### src/rtl/fpu_pkg.sv
// Shared definitions for the FPU request scheduler.
// Contents:
//   fop_t          opcode encoding understood by the FPU unit bank
//   sched_state_t  scheduler FSM states (also visible on the debug port)
//   OP_W_DEF       default opcode width
//   TIMEOUT_DEF    default WAIT-state cycle budget before a forced error completion
package fpu_pkg;

  localparam int OP_W_DEF    = 4;
  localparam int TIMEOUT_DEF = 64;

  typedef enum logic [3:0] {
    FADD  = 4'd0,
    FSUB  = 4'd1,
    FMUL  = 4'd2,
    FDIV  = 4'd3,
    FSQRT = 4'd4,
    FEQ   = 4'd5,
    FLESS = 4'd6,
    FTOI  = 4'd7,
    ITOF  = 4'd8
  } fop_t;

  typedef enum logic [1:0] {
    S_IDLE  = 2'd0,
    S_ISSUE = 2'd1,
    S_WAIT  = 2'd2,
    S_DONE  = 2'd3
  } sched_state_t;

endpackage

### src/rtl/rr_arb2.sv
// Two-way round-robin grant, purely combinational.
// Ports:
//   i_valid [1:0]  request valid per port
//   i_ptr          preferred port when both are valid
//   o_grant [1:0]  one-hot grant (all zero when nothing is valid)
module rr_arb2 (
  input  logic [1:0] i_valid,
  input  logic       i_ptr,
  output logic [1:0] o_grant
);

  always_comb begin
    o_grant = 2'b00;
    case (i_valid)
      2'b01:   o_grant = 2'b01;
      2'b10:   o_grant = 2'b10;
      2'b11:   o_grant = i_ptr ? 2'b10 : 2'b01;
      default: o_grant = 2'b00;
    endcase
  end

endmodule

### src/rtl/fpu_req_sched.sv
// Shares one FPU unit bank between two requesters (port 0 = core issue,
// port 1 = auxiliary). One operation in flight at a time.
//
// Handshakes: a request transfers on a cycle where req_valid[i] & req_ready[i];
// a response transfers on a cycle where rsp_valid & rsp_ready. rsp_* hold
// steady while rsp_valid is high and not yet accepted. req_ready is only ever
// high in IDLE and never for both ports at once.
//
// Ports:
//   clk, reset              clock, synchronous active-high reset
//   req_valid/ready [1:0]   per-port request handshake
//   req_op/x1/x2/tag        per-port request payload, port i in slice i
//   fpu_op/x1/x2            registered operands to the unit bank
//   fpu_start               one-cycle start pulse
//   fpu_y, fpu_idle         unit result and idle/result-valid flag
//   rsp_valid/ready         response handshake
//   rsp_y/tag/src/err       response payload (err=1 means timeout, y=0)
//   dbg_state               current FSM state
module fpu_req_sched
  import fpu_pkg::*;
#(
  parameter int OP_W    = OP_W_DEF,
  parameter int TAG_W   = 6,
  parameter int TIMEOUT = TIMEOUT_DEF
) (
  input  logic                clk,
  input  logic                reset,
  input  logic [1:0]          req_valid,
  output logic [1:0]          req_ready,
  input  logic [2*OP_W-1:0]   req_op,
  input  logic [63:0]         req_x1,
  input  logic [63:0]         req_x2,
  input  logic [2*TAG_W-1:0]  req_tag,
  output logic [OP_W-1:0]     fpu_op,
  output logic [31:0]         fpu_x1,
  output logic [31:0]         fpu_x2,
  output logic                fpu_start,
  input  logic [31:0]         fpu_y,
  input  logic                fpu_idle,
  output logic                rsp_valid,
  input  logic                rsp_ready,
  output logic [31:0]         rsp_y,
  output logic [TAG_W-1:0]    rsp_tag,
  output logic                rsp_src,
  output logic                rsp_err,
  output logic [1:0]          dbg_state
);

  localparam int CNT_W = $clog2(TIMEOUT + 1);
  localparam logic [CNT_W-1:0] CNT_LAST = CNT_W'(TIMEOUT - 1);

  sched_state_t      r_state, w_state_nxt;
  logic              r_ptr;
  logic [CNT_W-1:0]  r_cnt;
  logic [OP_W-1:0]   r_op;
  logic [31:0]       r_x1, r_x2, r_rsp_y;
  logic [TAG_W-1:0]  r_tag;
  logic              r_src, r_err;
  logic [1:0]        w_grant, w_hs;
  logic              w_accept, w_sel, w_timeout;

  rr_arb2 u_arb (
    .i_valid (req_valid),
    .i_ptr   (r_ptr),
    .o_grant (w_grant)
  );

  assign req_ready = (r_state == S_IDLE) ? w_grant : 2'b00;
  assign w_hs      = req_valid & req_ready;
  assign w_accept  = |w_hs;
  assign w_sel     = w_hs[1];
  // Only reached when the unit stays busy for the whole budget.
  assign w_timeout = (r_state == S_WAIT) && !fpu_idle && (r_cnt == CNT_LAST);

  always_ff @(posedge clk) begin
    if (reset) r_state <= S_IDLE;
    else       r_state <= w_state_nxt;
  end

  always_comb begin
    w_state_nxt = r_state;
    case (r_state)
      S_IDLE:  if (w_accept) w_state_nxt = S_ISSUE;
      S_ISSUE: w_state_nxt = S_WAIT;
      S_WAIT:  if (fpu_idle || w_timeout) w_state_nxt = S_DONE;
      S_DONE:  if (rsp_ready) w_state_nxt = S_IDLE;
      default: w_state_nxt = S_IDLE;
    endcase
  end

  always_ff @(posedge clk) begin
    if (reset) begin
      r_ptr   <= 1'b0;
      r_cnt   <= '0;
      r_op    <= '0;
      r_x1    <= '0;
      r_x2    <= '0;
      r_tag   <= '0;
      r_src   <= 1'b0;
      r_rsp_y <= '0;
      r_err   <= 1'b0;
    end else begin
      if (w_accept) begin
        r_op  <= w_sel ? req_op[OP_W +: OP_W]   : req_op[0 +: OP_W];
        r_x1  <= w_sel ? req_x1[63:32]          : req_x1[31:0];
        r_x2  <= w_sel ? req_x2[63:32]          : req_x2[31:0];
        r_tag <= w_sel ? req_tag[TAG_W +: TAG_W] : req_tag[0 +: TAG_W];
        r_src <= w_sel;
        // The port just served loses priority for the next contested cycle.
        r_ptr <= ~w_sel;
      end
      if (r_state == S_ISSUE) r_cnt <= '0;
      if (r_state == S_WAIT) begin
        if (fpu_idle) begin
          r_rsp_y <= fpu_y;
          r_err   <= 1'b0;
        end else if (w_timeout) begin
          r_rsp_y <= '0;
          r_err   <= 1'b1;
        end else if (r_cnt != CNT_LAST) begin
          r_cnt <= r_cnt + CNT_W'(1);
        end
      end
    end
  end

  assign fpu_op    = r_op;
  assign fpu_x1    = r_x1;
  assign fpu_x2    = r_x2;
  assign fpu_start = (r_state == S_ISSUE);
  assign rsp_valid = (r_state == S_DONE);
  assign rsp_y     = r_rsp_y;
  assign rsp_tag   = r_tag;
  assign rsp_src   = r_src;
  assign rsp_err   = r_err;
  assign dbg_state = r_state;

endmodule

### config.mk
export PLATFORM = sky130hd
export DESIGN_NAME = fpu_req_sched
export DESIGN_NICKNAME = d
export VERILOG_FILES = /design/src/rtl/fpu_pkg.sv /design/src/rtl/rr_arb2.sv /design/src/rtl/fpu_req_sched.sv
export SDC_FILE = /design/constraint.sdc
export NUM_CORES = 1
export LEC_CHECK = 0
export ABC_AREA = 1
export BUFFER_PORTS_ARGS = -buffer_cell sky130_fd_sc_hd__buf_2
export CORE_AREA = 2 2 117 119
export DETAILED_ROUTE_END_ITERATION = 16
export DIE_AREA = 0 0 119 121
export PLACE_DENSITY = 0.69
export SLEW_MARGIN = 20
export SYNTH_ARGS = -nofsm -noshare
export SYNTH_HDL_FRONTEND = slang
export SYNTH_SLANG_ARGS = --single-unit
### constraint.sdc
create_clock -name clk -period 3.65 [get_ports clk]
set_clock_uncertainty 0.2 [all_clocks]
set_input_delay 0.5475 -clock clk [delete_from_list [all_inputs] [get_ports clk]]
set_output_delay 0.5475 -clock clk [all_outputs]
set_load 0.1 [all_outputs]
==> impl_metrics.py <==
metrics = {
    "timing": {
        "layout_min_cycle_time_ns": 2.819,
        "hold_viol": 0,
        "relSlewSlack_pct": 25.88,
        "max_freq_ghz": 0.3547,
        "finalCritPeriodShare_pct": 77.24,
        "grt_setup_unrepaired": "false",
        "setup_tns_ns": 0,
        "finalSetupViolCount": 0,
        "worst_pin_slew_ns": 1.109,
        "slew_violations": 0,
    },
    "detailed_routing": {
        "drt_pre_antenna_iters": 7,
        "wl_um": 15730,
        "wl_per_cell_um": 13.07,
        "drc": 0,
        "antenna_left": 0,
        "vias_per_cell": 4.589,
        "vias": 5520,
        "drt-initial-drc-count": 305,
    },
    "pwr": {
        "p_switching_w": 0.003604,
        "ir_drop_mv": 0.5508,
        "p_leak_nw": 3.857,
        "switching_share_pct": 52.94,
        "powerDensity_mw_per_mm2": 950.6,
        "p_comb_share_pct": 51.5,
        "finalPower_w": 0.006808,
        "pwr-share-clk_pct": 23.5,
        "p_int_w": 0.003204,
        "seq_power_share_pct": 25.0,
    },
    "cells_and_area": {
        "layout-drive-gt1-share_pct": 32.88,
        "final_common_cell": "buf_2",
        "final_cell_mix": "buf_2 (299), nand2_1 (224), dfxtp_1 (118), nand3_1 (81), nor2_1 (80)",
        "layout.nets": 1205,
        "areaGrowthSynthToFinish_pct": 42.32,
        "fin_area_mm2": 0.007162,
    },
    "grt": {
        "grt_overflow": 0,
        "antenna_found_initial": 2,
        "grt_max_degree": 50,
        "first_global_vias": 5149,
        "grt_first_pass_wirelength_um": 25000,
        "grt_usage_pct": 22.00,
    },
    "logic_synthesis": {
        "synth_area_per_cell_um2": 6.865,
        "synth_cell_types": 21,
        "synth.top_cell.area_share_pct": 46.94,
        "synth_top_area_cell": "dfxtp_1",
        "seq_area_frac_synth_pct": 46.94,
        "yosys_warnings": 0,
        "syn_nets": 924,
        "synth_cells": 733,
        "netlist_area_mm2": 0.005032,
        "ys_ff_latch": 118,
        "synthTopCellsByArea": "dfxtp_1 (47%), nand2_1 (17%), nand3_1 (8.1%)",
    },
    "place": {
        "place_area_mm2": 0.006598,
        "portBuffers": 299,
        "gp_congestion": 0.7986,
        "place_hpwl_um": 11090,
    },
    "cts": {
        "root_buffer": "clkbuf_16",
        "cts_setup_buffers": 0,
        "cts_tree": "done",
        "cts_buffer_depth": 2,
        "cts_buffers": 17,
        "clkSinkCount": 118,
        "worstSkewPairLatency_ns": 0.41,
        "cts.clk_slew.worst_paths_ns": 0.05,
        "cts_htree_levels": 4,
        "cts_resized": 0,
        "hold_buffers": 0,
    },
    "run_status": {
        "status": "finished, final reports clean",
    },
    "die": {
        "start_util_pct": 38.46,
        "die_h_um": 121,
        "die_area_mm2": 0.01440,
        "dieWidth_um": 119,
        "core_mm2": 0.01309,
        "ios": 300,
        "rows": 42,
    },
    "job": {
        "max-cap-violations": 0,
    },
    "worst_setup_path": {
        "endpoint_kind": "output port",
        "cp_max_fo": 12,
        "crit_type": "reg2out",
        "worstPathArrival_ns": 2.07,
        "start_kind": "register",
        "r2r_cells": 9,
        "rr_startpoint": "dbg_state[0]$_SDFFE_PP0P_",
        "rrSetupSlack_ns": 1.31,
        "critical_path_required_ns": 2.90,
        "r2r_end": "fpu_x2[23]$_SDFFE_PP0P_",
    },
    "hold_path": {
        "whs_path_depth": 3,
        "min_to": "rsp_y[26]$_SDFFE_PP0P_",
        "hp-start": "fpu_y[26]",
        "hp-class": "in2reg",
    },
}
-- critical path, stage by stage (launching register included) --
cell	delay [ns]
dfxtp_1	0.33
inv_1	0.10
ha_1	0.24
nand2_2	0.11
a21oi_4	0.36
buf_2	0.51
-- power by group through the flow --
| stage | clock network [W] | registers (W) | logic (W) |
|---|---|---|---|
| 2_1_floorplan | 0 | 0.00362 | 0.00102 |
| 3_3_place_gp | 0 | 0.00172 | 0.00351 |
| 3_5_place_dp | 0 | 0.00173 | 0.00352 |
| 4_1_cts | 0.00163 | 0.00170 | 0.00353 |
| 5_1_grt | 0.00169 | 0.00174 | 0.00372 |
| 6_report | 0.00160 | 0.00170 | 0.00351 |
-- routing by layer --
layer,wire length [um],global-route usage [%],part of all wire (%),up-vias
met3,1147,7.895,7.3,31
met5,0,0,0,-
met1,6739,25.31,43,2378
met2,7327,36.42,47,223
li1,-,-,-,2888
met4,511,10.49,3.2,0
-- state kept, by name (all words and copies together), names as in the netlist --
signal and cells:
rsp_err 1, rsp_tag 6, r_cnt 7, r_ptr 1
fpu_x2 32, rsp_src 1, dbg_state 2, fpu_x1 32
rsp_y 32, fpu_op 4
-- layout make-up --
class | count | area, um^2
Tap cell | 176 | 220.2
Multi-Input combinational cell | 510 | 2245
Fill cell | 1331 | 5923
Clock inverter | 4 | 70.07
Antenna cell | 2 | 5.005
Clock buffer | 26 | 489.2
Inverter | 63 | 236.5
Sequential cell | 118 | 2362
Timing Repair Buffer | 304 | 1534
-- synth_stat cells (all sizes together) --
master,n
a211oi,1
a21oi,39
buf,29
clkbuf,13
dfxtp,118
ha,5
inv,63
nand2,227
nand3,81
nand4,2
nor2,81
nor3,33
o21ai,40
xor2,1
-- metrics by stage --
step / hold WS (ns) / instances / setup WS, ns / util (%)
global placement: 0.2325 / 1171 / 1.267 / 50.42
CTS: 0.1714 / 1201 / 0.7865 / 54.70
floorplan: 0.2371 / 733 / 0.9176 / -
global route: 0.1724 / 1202 / 0.6904 / 54.71
detailed placement: 0.2411 / 1171 / 1.224 / 50.42
finish: 0.1877 / 1203 / 0.8308 / 54.73
-- how the worst max path moves through the flow --
stage                              startpoint                   endpoint  slack (ns)  cells past startpoint
global placement    dbg_state[0]$_SDFFE_PP0P_               req_ready[0]        1.27                      5
CTS                 dbg_state[0]$_SDFFE_PP0P_               req_ready[0]        0.79                      5
finish              dbg_state[0]$_SDFFE_PP0P_               req_ready[0]        0.83                      5
global route        dbg_state[1]$_SDFFE_PP0P_               req_ready[0]        0.69                      5
detailed placement  dbg_state[0]$_SDFFE_PP0P_               req_ready[0]        1.22                      5
floorplan           dbg_state[1]$_SDFFE_PP0P_  dbg_state[1]$_SDFFE_PP0P_        0.92                      8
-- cells by family (layout without fill, tap and decap cells) --
kind of cell	Yosys count	after routing	synth area share [%]
and+or+nand+nor	424	424	34.96
DFF	118	118	46.94
other	0	2	0
adders and majority gates	5	5	1.243
buffers and inverters	105	397	8.453
xor gates and xnor gates	1	1	0.1741
AOI/OAI and AO/OA	80	80	8.230
Note: power is estimated with default switching activity, not from simulation.
